--- src/rtl/mtc_ppa_sched_if.sv ---
// Grant-path handshake bundle for mtc_ppa_sched: request, grant, release and status.
// master = requester/downstream side, slave = scheduler.
interface mtc_ppa_sched_if #(
    parameter int WIDTH_N = 4,
    parameter int PTR_W   = $clog2(WIDTH_N)
);
    logic [WIDTH_N-1:0] req_i;
    logic               req_vld_i;
    logic               req_rdy_o;
    logic [WIDTH_N-1:0] gnt_o;
    logic               gnt_vld_o;
    logic               gnt_rdy_i;
    logic [WIDTH_N-1:0] rel_i;
    logic [WIDTH_N-1:0] busy_o;
    logic [PTR_W-1:0]   ptr_o;

    modport master (
        output req_i, req_vld_i, gnt_rdy_i, rel_i,
        input  req_rdy_o, gnt_o, gnt_vld_o, busy_o, ptr_o
    );

    modport slave (
        input  req_i, req_vld_i, gnt_rdy_i, rel_i,
        output req_rdy_o, gnt_o, gnt_vld_o, busy_o, ptr_o
    );
endinterface

--- src/rtl/mtc_ppa_sched.sv ---
// Multi-grant scheduler: grants up to AMOUNT_M requesters per round and tracks them until release.
// MTC_PPA_SCHED_RR_EN selects rotating priority; undefined gives fixed priority with index 0 highest.
module mtc_ppa_sched #(
    parameter int WIDTH_N  = 4,
    parameter int AMOUNT_M = 2,
    parameter int PTR_W    = $clog2(WIDTH_N)
) (
    input  logic           clk,
    input  logic           reset,
    mtc_ppa_sched_if.slave bus
);
    localparam int FREE_W = $clog2(AMOUNT_M + 1);
    localparam int CNT_W  = $clog2(WIDTH_N + 1);

    typedef enum logic [1:0] {IDLE, ARB, OFFER} state_t;

    state_t             state_q, state_nxt;
    logic [WIDTH_N-1:0] req_q;
    logic [WIDTH_N-1:0] gnt_q;
    logic [WIDTH_N-1:0] gnt_nxt;
    logic [WIDTH_N-1:0] busy_q;
    logic [PTR_W-1:0]   ptr_q;
    logic [PTR_W-1:0]   idx;
    logic [FREE_W-1:0]  free;
    logic [FREE_W-1:0]  free_q;
    logic [FREE_W-1:0]  cnt;
    logic [CNT_W-1:0]   busy_cnt;
    logic               req_hs;
    logic               gnt_hs;

    function automatic logic [PTR_W-1:0] wrap_idx(input logic [PTR_W-1:0] base, input int off);
        int sum;
        sum = int'(base) + off;
        if (sum >= WIDTH_N) sum = sum - WIDTH_N;
        return PTR_W'(sum);
    endfunction

    always_comb begin
        busy_cnt = '0;
        for (int i = 0; i < WIDTH_N; i++) busy_cnt = busy_cnt + CNT_W'(busy_q[i]);
    end

    assign free   = FREE_W'(AMOUNT_M) - FREE_W'(busy_cnt);
    assign req_hs = (state_q == IDLE) && bus.req_vld_i && (free != '0);
    assign gnt_hs = (state_q == OFFER) && bus.gnt_rdy_i;

`ifdef MTC_PPA_SCHED_RR_EN
    logic [PTR_W-1:0] last_idx;
    logic [PTR_W-1:0] ptr_nxt_q;

    // Pointer advance is computed during ARB but only committed on the grant handshake.
    always_ff @(posedge clk or posedge reset) begin
        if (reset) begin
            ptr_q     <= '0;
            ptr_nxt_q <= '0;
        end else begin
            if (state_q == ARB) ptr_nxt_q <= wrap_idx(last_idx, 1);
            if (gnt_hs)         ptr_q     <= ptr_nxt_q;
        end
    end
`else
    assign ptr_q = '0;
`endif

    // Circular scan from the pointer; capacity is the snapshot taken at request acceptance.
    always_comb begin
        gnt_nxt = '0;
        cnt     = '0;
        idx     = '0;
`ifdef MTC_PPA_SCHED_RR_EN
        last_idx = ptr_q;
`endif
        for (int k = 0; k < WIDTH_N; k++) begin
            idx = wrap_idx(ptr_q, k);
            if (req_q[idx] && (cnt < free_q)) begin
                gnt_nxt[idx] = 1'b1;
                cnt          = cnt + FREE_W'(1);
`ifdef MTC_PPA_SCHED_RR_EN
                last_idx     = idx;
`endif
            end
        end
    end

    always_comb begin
        state_nxt     = state_q;
        bus.req_rdy_o = 1'b0;
        bus.gnt_vld_o = 1'b0;
        case (state_q)
            IDLE: begin
                bus.req_rdy_o = (free != '0);
                if (req_hs) state_nxt = ARB;
            end
            ARB:     state_nxt = (gnt_nxt != '0) ? OFFER : IDLE;
            OFFER: begin
                bus.gnt_vld_o = 1'b1;
                if (bus.gnt_rdy_i) state_nxt = IDLE;
            end
            default: state_nxt = IDLE;
        endcase
    end

    // Grant handshake ORs in after the release mask, so a coincident release loses.
    always_ff @(posedge clk or posedge reset) begin
        if (reset) begin
            state_q <= IDLE;
            gnt_q   <= '0;
            busy_q  <= '0;
        end else begin
            state_q <= state_nxt;
            busy_q  <= (busy_q & ~bus.rel_i) | (gnt_hs ? gnt_q : '0);
            if (state_q == ARB) gnt_q <= gnt_nxt;
            else if (gnt_hs)    gnt_q <= '0;
        end
    end

    always_ff @(posedge clk) begin
        if (req_hs) begin
            req_q  <= bus.req_i & ~busy_q;
            free_q <= free;
        end
    end

    assign bus.gnt_o  = gnt_q;
    assign bus.busy_o = busy_q;
    assign bus.ptr_o  = ptr_q;
endmodule
--- src/flat_wrapper.sv ---
// flat-port wrapper written by rule: the top's interface ports become plain ports
module mtc_ppa_sched_flat 
#(
    parameter int WIDTH_N  = 4,
    parameter int AMOUNT_M = 2,
    parameter int PTR_W    = $clog2(WIDTH_N)
)
  (clk, reset, bus_req_i, bus_req_vld_i, bus_gnt_rdy_i, bus_rel_i, bus_req_rdy_o, bus_gnt_o, bus_gnt_vld_o, bus_busy_o, bus_ptr_o);
  mtc_ppa_sched_if #(.WIDTH_N(WIDTH_N), .PTR_W(PTR_W)) bus_i ();
  input  logic clk;
  input  logic reset;
  input wire logic [$bits(bus_i.req_i)-1:0] bus_req_i;
  input wire logic [$bits(bus_i.req_vld_i)-1:0] bus_req_vld_i;
  input wire logic [$bits(bus_i.gnt_rdy_i)-1:0] bus_gnt_rdy_i;
  input wire logic [$bits(bus_i.rel_i)-1:0] bus_rel_i;
  output wire logic [$bits(bus_i.req_rdy_o)-1:0] bus_req_rdy_o;
  output wire logic [$bits(bus_i.gnt_o)-1:0] bus_gnt_o;
  output wire logic [$bits(bus_i.gnt_vld_o)-1:0] bus_gnt_vld_o;
  output wire logic [$bits(bus_i.busy_o)-1:0] bus_busy_o;
  output wire logic [$bits(bus_i.ptr_o)-1:0] bus_ptr_o;
  assign bus_i.req_i = bus_req_i;
  assign bus_i.req_vld_i = bus_req_vld_i;
  assign bus_i.gnt_rdy_i = bus_gnt_rdy_i;
  assign bus_i.rel_i = bus_rel_i;
  assign bus_req_rdy_o = bus_i.req_rdy_o;
  assign bus_gnt_o = bus_i.gnt_o;
  assign bus_gnt_vld_o = bus_i.gnt_vld_o;
  assign bus_busy_o = bus_i.busy_o;
  assign bus_ptr_o = bus_i.ptr_o;
  mtc_ppa_sched #(.WIDTH_N(WIDTH_N), .AMOUNT_M(AMOUNT_M), .PTR_W(PTR_W)) u_core (.clk(clk), .reset(reset), .bus(bus_i));
endmodule
--- config.mk ---
export PLATFORM = sky130hd
export DESIGN_NAME = mtc_ppa_sched_flat
export DESIGN_NICKNAME = d
export VERILOG_FILES = /design/src/rtl/mtc_ppa_sched_if.sv /design/src/rtl/mtc_ppa_sched.sv /design/src/flat_wrapper.sv
export SDC_FILE = /design/constraint.sdc
export NUM_CORES = 1
export LEC_CHECK = 0
export CORE_ASPECT_RATIO = 1.25
export CORE_MARGIN = 10
export CORE_UTILIZATION = 45
export CTS_CLUSTER_SIZE = 24
export DETAILED_ROUTE_END_ITERATION = 16
export PLACE_DENSITY_LB_ADDON = 0.1
export SYNTH_ARGS = -nofsm -noshare
export SYNTH_HDL_FRONTEND = slang
export SYNTH_SLANG_ARGS = --single-unit
--- constraint.sdc ---
create_clock -name clk -period 3.5 [get_ports clk]
set_clock_uncertainty 0.05 [all_clocks]
set_input_delay 0.525 -clock clk [delete_from_list [all_inputs] [get_ports clk]]
set_output_delay 0.525 -clock clk [all_outputs]
set_load 0.02 [all_outputs]
==> run metrics <==
status complete, no violations; post-DP HPWL 1.70 mm; WHS 0.455 ns; worst r2r path cells 13; DR vias/cell approximately 5.3; grt total ovfl 0; clock sinks 16; Tmin final 3.26 ns; Hold Vio Cnt, Final 0; core box area 1940 um^2; sequential share of power approximately 37%; worst path buffer plus inverter count 1; sw power 379 uW; DR vias 683; Power Density ~800 nW/um^2; largest net degree at the start of global routing 11; TritonCTS Buffers 3; antenna violations before repair 0; clock share of power 11.2%; CP Launch Type flop; yosys warns 0; Final Routed Wirelength 2.08 mm; Post-CTS Hold Fix Bufs 0; most frequent CP cell ha_1; post-route ant nets 0; placed cell area 1130 um^2; Setup crit start u_core.bus.busy_o[2]; Critical Path, Cell by Cell fa_1 > ha_1 > xor2_1 > ha_1 > nor3_1 > clkdlybuf4s50_1; # nets final between 100 and 150; post-synthesis register bit count 16; GRT Util Overall a little over a tenth; number of fill cells 186; via count of the first global-routing pass 748; max-cap viol count 0; critical path class flop to primary output; Sw Share 41.3%; synthesized area 903 um^2; clock slew at reported path FFs ~0.090 ns; Hold WC Path Type primary input to asynchronous set/reset pin; CTS tree yes; Seq/Total Area, Yosys 47.6%; setup TNS 0 ns; Worst path depth 6; R2R setup slack approximately 0.61 ns; Avg Cell Area, Syn about 11 um^2; routed len/inst 16.0 um; root buffer cell clkbuf_4; Peak Freq 0.307 GHz; Longest Clk Path Bufs 2; drt drc 0; VDD IR max approximately 0.00042 V; final count of pins violating max slew 0; Reg-to-Reg End u_core.state_q[1]; Placer Congestion 0.777; postcts setup bufs 0; cell family with most CP delay adder cells; global-route wire length before repair 3.53 mm; die area between 4000 and 5000 um^2; Comb power frac about half; critical path endpoint bus_req_rdy_o; Pre-Repair DR Iteration Count 4; area delta synth->final 27.7%; cell-internal power 539 uW; overall power 918 uW; initial core utilization 46.6%; Port-buffer cells 21; Arrival @ worst endpoint ~2.7 ns; Clock Latency Late Sink 0.29 ns; Pleak 0.000508 uW; Crit path required time 2.92 ns; Die Height 70.1 um; Initial DRC Count 14; period utilisation layout 93.1%; number of top-level pins 24; CP max stage delay 0.67 ns; Die Width about 60 um; r2r startpoint u_core.free_q[0]; Worst setup EP type primary output; CTS-repair resized insts 0; antenna cells 0; CP max stage cell clkdlybuf4s50_1; layout cells sized above 1 approximately 10%; cell area after layout 1150 um^2; Mapped Cells 86; post-synthesis cell type count 31; Row Count 18; H-tree depth 1; RSZ-0062 raised after global routing false; crit-path max FO 4; count of final setup violators 0
[layout make-up]
| cell class | instances | area [um^2] | share of cell area, % |
|---|---|---|---|
| Clock buffer | 3 | 22.5 | 1.95 |
| Inverter | 11 | 41.3 | 3.58 |
| Sequential cell | 16 | 430 | 37.3 |
| Tap cell | 20 | 25.0 | 2.17 |
| Multi-Input combinational cell | 58 | 420 | 36.4 |
| Timing Repair Buffer | 21 | 210 | 18.2 |
| Clock inverter | 1 | 3.75 | 0.325 |
[worst min path at each step]
stage / endpoint / cells past startpoint / slack [ns]
CTS: u_core.bus.busy_o[3] / 2 / 0.47
floorplan: u_core.bus.busy_o[0] / 1 / 0.32
detailed placement: u_core.bus.busy_o[3] / 2 / 0.50
global placement: u_core.bus.busy_o[2] / 2 / 0.48
global route: u_core.state_q[0] / 2 / 0.51
finish: u_core.bus.gnt_o[2] / 2 / 0.45
[per-layer routing]
layer	up-vias	global-route usage, %	wire length [um]
li1	336	-	-
met1	321	11.1	815
met2	21	17.8	1050
met3	5	4.52	180
met4	0	3.75	30
met5	-	0	0
[logic make-up after synthesis]
family	synth area share (%)
AO/OA/AOI/OAI	13.6
other	0.415
AND/OR/NAND/NOR	20.6
flip-flops	47.6
adder cells (fa/ha/maj)	10.5
buffers and inverters	6.23
XOR/XNOR	0.970
[synthesized netlist by cell type]
master / instances / area share (%)
nor2b_1: 5 / 3.5
conb_1: 1 / 0.42
fa_1: 1 / 2.2
ha_1: 6 / 8.3
a31oi_1: 1 / 0.69
and2_1: 2 / 1.4
nand2b_1: 2 / 1.4
inv_2: 1 / 0.42
and2b_1: 2 / 1.7
inv_1: 10 / 4.2
a21oi_1: 3 / 1.7
xor2_1: 1 / 0.97
nor4b_1: 1 / 0.97
a221oi_1: 3 / 2.9
nor2_1: 5 / 2.1
o21ai_2: 1 / 0.97
dfrtp_1: 10 / 28
nor3_1: 1 / 0.55
edfxtp_1: 6 / 20
buf_4: 2 / 1.7
o21ai_0: 6 / 3.3
nand2_1: 7 / 2.9
o22ai_1: 1 / 0.69
a21oi_2: 1 / 0.97
and3b_4: 1 / 1.4
nand2b_4: 1 / 1.5
nor3b_1: 1 / 0.83
a21oi_4: 1 / 1.8
nand2b_2: 1 / 0.97
nor2b_4: 1 / 1.5
o21ai_1: 1 / 0.55
[per-stage QoR]
step           std cells  worst slack (ns)  utilization (%)
2_1_floorplan         87             0.788                -
3_3_place_gp         126             0.614             58.2
3_5_place_dp         126             0.566             58.2
4_1_cts              130             0.243             59.6
5_1_grt              130             0.162             59.6
6_report             130             0.241             59.6
[cells in the final DEF (no fill, tap or decap), drive strengths merged]
cell           netlist  final
and2                 2      2
fa                   1      1
o21ai                8      8
nor2                 5      5
conb                 1      2
and3b                1      1
dfrtp               10     10
a31oi                1      1
nor3                 1      1
clkinv               0      1
nand2b               4      4
nor3b                1      1
o22ai                1      1
inv                 11     11
nor4b                1      1
nand2                7      7
clkbuf               0      3
xor2                 1      1
clkdlybuf4s50        0     21
nor2b                6      6
a221oi               3      3
and2b                2      2
a21oi                5      5
edfxtp               6      6
ha                   6      6
[registers in the layout (all words and copies together), names as in the netlist]
name	cells
u_core.bus.gnt_o	4
u_core.state_q	2
u_core.req_q	4
u_core.free_q	2
u_core.bus.busy_o	4
[power groups by stage]
| stage | clock (uW) | sequential [uW] | combinational [uW] |
|---|---|---|---|
| finish | 102 | 343 | 473 |
| global placement | 0 | 347 | 462 |
| detailed placement | 0 | 348 | 473 |
| global route | 107 | 356 | 526 |
| floorplan | 0 | 372 | 268 |
| CTS | 104 | 344 | 476 |
[worst register-to-register path, delay by kind of cell, from the launching register on]
kind            cells  cell delay, ns
compound gates      4            0.77
buf+inv             1            0.08
simple gates        5            0.84
fa+ha+maj           3            0.56
flops               1            0.47
Note: power is estimated with default switching activity, not from simulation.
==> edit 1: new RTL, config.mk and constraints unchanged <==
`WIDTH_N` is set to 4 in 3 places; all go to 8.
--- a/src/rtl/mtc_ppa_sched_if.sv
+++ b/src/rtl/mtc_ppa_sched_if.sv
@@ -2,5 +2,5 @@
 // master = requester/downstream side, slave = scheduler.
 interface mtc_ppa_sched_if #(
-    parameter int WIDTH_N = 4,
+    parameter int WIDTH_N = 8,
     parameter int PTR_W   = $clog2(WIDTH_N)
 );
--- a/src/rtl/mtc_ppa_sched.sv
+++ b/src/rtl/mtc_ppa_sched.sv
@@ -2,5 +2,5 @@
 // MTC_PPA_SCHED_RR_EN selects rotating priority; undefined gives fixed priority with index 0 highest.
 module mtc_ppa_sched #(
-    parameter int WIDTH_N  = 4,
+    parameter int WIDTH_N  = 8,
     parameter int AMOUNT_M = 2,
     parameter int PTR_W    = $clog2(WIDTH_N)
--- a/src/flat_wrapper.sv
+++ b/src/flat_wrapper.sv
@@ -2,5 +2,5 @@
 module mtc_ppa_sched_flat 
 #(
-    parameter int WIDTH_N  = 4,
+    parameter int WIDTH_N  = 8,
     parameter int AMOUNT_M = 2,
     parameter int PTR_W    = $clog2(WIDTH_N)
Interface: changed (5 resized); port bits go from 24 to 41. The function was not compared with the original's and may differ.
==> edit 1 against the original RTL <==
The run now ends with negative setup slack left; synthesized area up 110%; design area rose to 2.6 times the old value; sequential cell count up 12; wire length rose to 2.5 times the old value; setup slack worse by 2400 ps; non-clock buffer count up 77; critical endpoint is now u_core.bus.gnt_o[7]; largest cell class is now multi-input gates.
Power is left out: the tool's default activity adds up to more than one toggle a clock period on the data nets, which glitch-free logic cannot reach.
==> edit 1: results (changes against the original RTL) <==
grt met3 use 2.13% (-2.4 points); Mapped Area 1910 sq um (+110%); violated checks negative setup slack; GP Congestion 0.906 (+17%); FFs w/ async S/R, synth 64.3% (+1.8 points); FF+latch area 751 sq um (+74%); post-synthesis cell type count 49 (+58%); layout cells sized above 1 35.5% (+26 points); Avg WL per Cell 14.6 microns (-8.4%); final setup margin -2120 ps (-2360 ps); Setup-failing EPs final 5 (+5); Metal-1 WL 2220 microns (+170%); Post-Synth Adder-Cell Area 9.94% (-0.59 points); Post-CTS Setup Repair Bufs 8 (+8); origin of the worst setup path u_core.free_q[0]; synth cell count leaders inv_1 (23), o21ai_0 (20), dfrtp_1 (18), nand2_1 (16), nor2b_1 (14); CLK BUF 4 (+1); clock insertion delay at the later pin of the skew report 270 ps (-20 ps); HPWL Detailed 4080 microns (+140%); 1st-iter DRT viols 74 (+60); outcome complete, but fails checks; Tmin final 5620 ps (+2360 ps); Signal buf overhead 27.8% (+9.6 points); sequential share of the synthesized area 39.2% (-8.4 points); clk cell area share 1.50% (-0.77 points); PortBufs 37 (+76%); wire length on met3 181 microns (+0.56%); multi-input gates 148 (+160%); Non-Filler Instances 357 (+170%); Compound-Gate Fraction of Synth Area 20.6% (+7.0 points); EDFF count, synth 10 (+4); post-synthesis cell count 206 (+140%); vias in the first global route 1877 (+150%); Worst Hold Class reg -> reg; bufs w/o clock 98 (+370%); Synth Area in XOR/XNOR 3.66% (+2.7 points); fraction of area in multi-input gates 40.3% (+3.9 points); non-clock inverter count 23 (+12); met1 Usage GRT 15.8% (+4.8 points); first-pass GRT wire length 8510 microns (+140%); Sink Count 28 (+12); worst-path fanout max 3 (-1); Worst EP arrival 5720 ps (+3040 ps); Area contributors post-synth dfrtp_1 (24%), edfxtp_1 (16%), ha_1 (7.8%)
[edit 1: cell types whose count changed after synthesis, moves of 5 or more]
cell,before,now
o21ai_0,6,20
xnor2_1,0,5
nand2_1,7,16
ha_1,6,12
inv_1,10,23
nand3_1,0,6
nor2b_1,5,14
dfrtp_1,10,18
[edit 1: metrics by stage]
stage | setup TNS [ps] | utilization [%] | worst slack, ps
floorplan | -6880 | - | -2360
global placement | -6200 | 67.0 | -2080
detailed placement | -6550 | 67.0 | -2200
CTS | -6340 | 70.4 | -2110
global route | -7660 | 73.1 | -2470
finish | -6250 | 73.1 | -2120
[edit 1: worst paths after layout]
check	end	slack, ps	depth (start not counted)
worst min register to register	u_core.bus.busy_o[1]	490	2
max in group asynchronous	u_core.bus.busy_o[2]	2350	2
min in group asynchronous	u_core.bus.busy_o[7]	620	2
worst max-delay path	u_core.bus.gnt_o[7]	-2120	34
worst max register to register	u_core.bus.gnt_o[7]	-2120	34
worst min-delay path	u_core.bus.busy_o[1]	490	2
==> edit 2: new RTL, same settings <==
Without the edit above. The 3 states of `state_t` get a one-hot encoding in 3 bits.
--- a/src/rtl/mtc_ppa_sched.sv
+++ b/src/rtl/mtc_ppa_sched.sv
@@ -13,5 +13,5 @@
     localparam int CNT_W  = $clog2(WIDTH_N + 1);
 
-    typedef enum logic [1:0] {IDLE, ARB, OFFER} state_t;
+    typedef enum logic [2:0] {IDLE = 3'b001, ARB = 3'b010, OFFER = 3'b100} state_t;
 
     state_t             state_q, state_nxt;
Formal check against the unedited RTL: same outputs for any inputs over 10 cycles, from zero or initial values and one cycle with reset high; not proved beyond that.
==> edit 2 against the original RTL <==
Combinational power is 39% lower; fmax is 3.8% higher; register-to-register slack worse by 250 ps; wire length is 14% lower; synthesized area is 2.8% lower; design area is 1.1% lower; setup slack better by 120 ps; sequential cell count is 1 higher; non-clock buffer count is 2 higher; total power is 25% lower; critical endpoint is now u_core.state_q[0]; highest routed layer unchanged.
==> edit 2: results (changes against the original RTL) <==
layout cells sized above 1 7.41% (-2.6 points); Root Buffer clkbuf_4; post-synthesis cell count 83 (-3.5%); worst-path fanout max 4 (unchanged); drt pass-1 iters 4 (unchanged); P_leak 0.516 nW (+1.6%); Worst EP arrival 3300 ps (+620 ps); R2R depth 12 (-1); depth of the CTS H-tree 1 (unchanged); clock insertion delay at the later pin of the skew report 280 ps; CTS max path bufs 2 (unchanged); GP Congestion 0.719 (-7.4%); PortBufs 21 (unchanged); final antenna-violating net count 0 (unchanged); Avg WL per Cell 14.1 microns (-12%); synth cell count leaders dfrtp_1 (10), inv_1 (10), nand2_1 (10), o21ai_0 (8), nor2b_1 (7); Critical Path Max Stage Delay 540 ps (-130 ps); Yosys warning total 0 (unchanged); dpl cells 123 (-2.4%); Achievable Freq 0.319 GHz (+3.8%); vias in the first global route 634 (-15%); CTS clk-pin slew, worst paths 100 ps; largest net degree at the start of global routing 12 (+1); post-synthesis cell type count 26 (-16%); 1st-iter DRT viols 11 (-3); initial antenna violation count 0 (unchanged); ANT cells 0 (unchanged); critical path's slowest cell or4b_4; placed inst area 1110 sq um (-1.3%); HPWL Detailed 1530 microns (-10%); DP Worst Slack 359 ps (-208 ps); ys flop type dfrtp_1; FFs w/ async S/R, synth 64.7% (+2.2 points); EDFF count, synth 6 (unchanged); sequential share of the synthesized area 52.0% (+4.3 points); net switching fraction of the power 34.5% (-6.9 points); Total GRT Usage 8.87% (-1.7 points); Layout Nets 128 (-1.5%); Worst Hold Class in -> async; Total Routed Length 1790 microns (-14%); vias per cell 4.99 (-5.0%); outcome finished, final reports clean; worst vdd rail ir drop 0.321 mV (-23%); number of CTS-inserted buffers 3 (unchanged); Area contributors post-synth dfrtp_1 (28%), edfxtp_1 (21%), ha_1 (8.5%); first-pass GRT wire length 2880 microns (-18%)
==> edit 2: final cells by class <==
type | count | area (sq um)
Clock buffer | 4 | 26.3
Fill cell | 165 | 667
Sequential cell | 17 | 457
Multi-Input combinational cell | 54 | 369
Inverter | 10 | 37.5
Timing Repair Buffer | 23 | 228
Tap cell | 19 | 23.8
==> edit 2: worst paths after layout <==
kind,from,end
worst max-delay path,u_core.free_q[0],u_core.state_q[0]
worst min-delay path,reset,u_core.bus.busy_o[2]
worst max register to register,u_core.free_q[0],u_core.state_q[0]
worst min register to register,u_core.bus.gnt_o[3],u_core.bus.busy_o[3]
max in group asynchronous,reset,u_core.state_q[0]
min in group clk,u_core.bus.gnt_o[3],u_core.bus.busy_o[3]
==> edit 2: cell families (layout without fill, tap and decap cells) <==
family / after synthesis / after routing / share of synthesized area [%]
compound gates: 14 / 14 / 9.97
xor+xnor: 1 / 1 / 0.997
fa+ha+maj: 7 / 7 / 10.8
buf+inv: 13 / 37 / 6.41
flops: 17 / 17 / 52.0
other cells: 1 / 2 / 0.427
simple gates: 30 / 30 / 19.4
==> edit 2: what timing repair did <==
| item | 4_1_cts | 5_1_grt |
|---|---|---|
| setup buffers | 0 | 0 |
| setup endpoints to repair | 0 | 1 |
| resized for setup | 0 | 1 |
==> edit 2: through the flow <==
stage	util (%)	hold WS [ps]
after CTS	63.0	468
after floorplan	-	327
after detailed placement	61.5	447
after global routing	63.1	507
final	63.1	467
after global placement	61.5	438
==> edit 2: layer usage <==
metal  track usage [%]  vias to the layer above  routed length, microns
met5                 0                        -                       0
li1                  -                      327                       -
met1              10.3                      289                     764
met4              3.73                        0                      21
met3              3.29                        2                     105
met2              14.0                       16                     896
==> edit 2: power by group through the flow <==
stage	clock (mW)	sequential [mW]	combinational (mW)
2_1_floorplan	0	0.329	0.145
3_3_place_gp	0	0.306	0.284
3_5_place_dp	0	0.307	0.292
4_1_cts	0.101	0.303	0.293
5_1_grt	0.108	0.313	0.316
6_report	0.0990	0.303	0.287
==> edit 2: worst max-delay path: cells and delay by family, from the launching register on <==
| family | cells | cell delay [ps] |
|---|---|---|
| buffers and inverters | 1 | 100 |
| DFF | 1 | 420 |
| AOI/OAI and AO/OA | 4 | 880 |
| and+or+nand+nor | 4 | 920 |
| adders and majority gates | 3 | 720 |
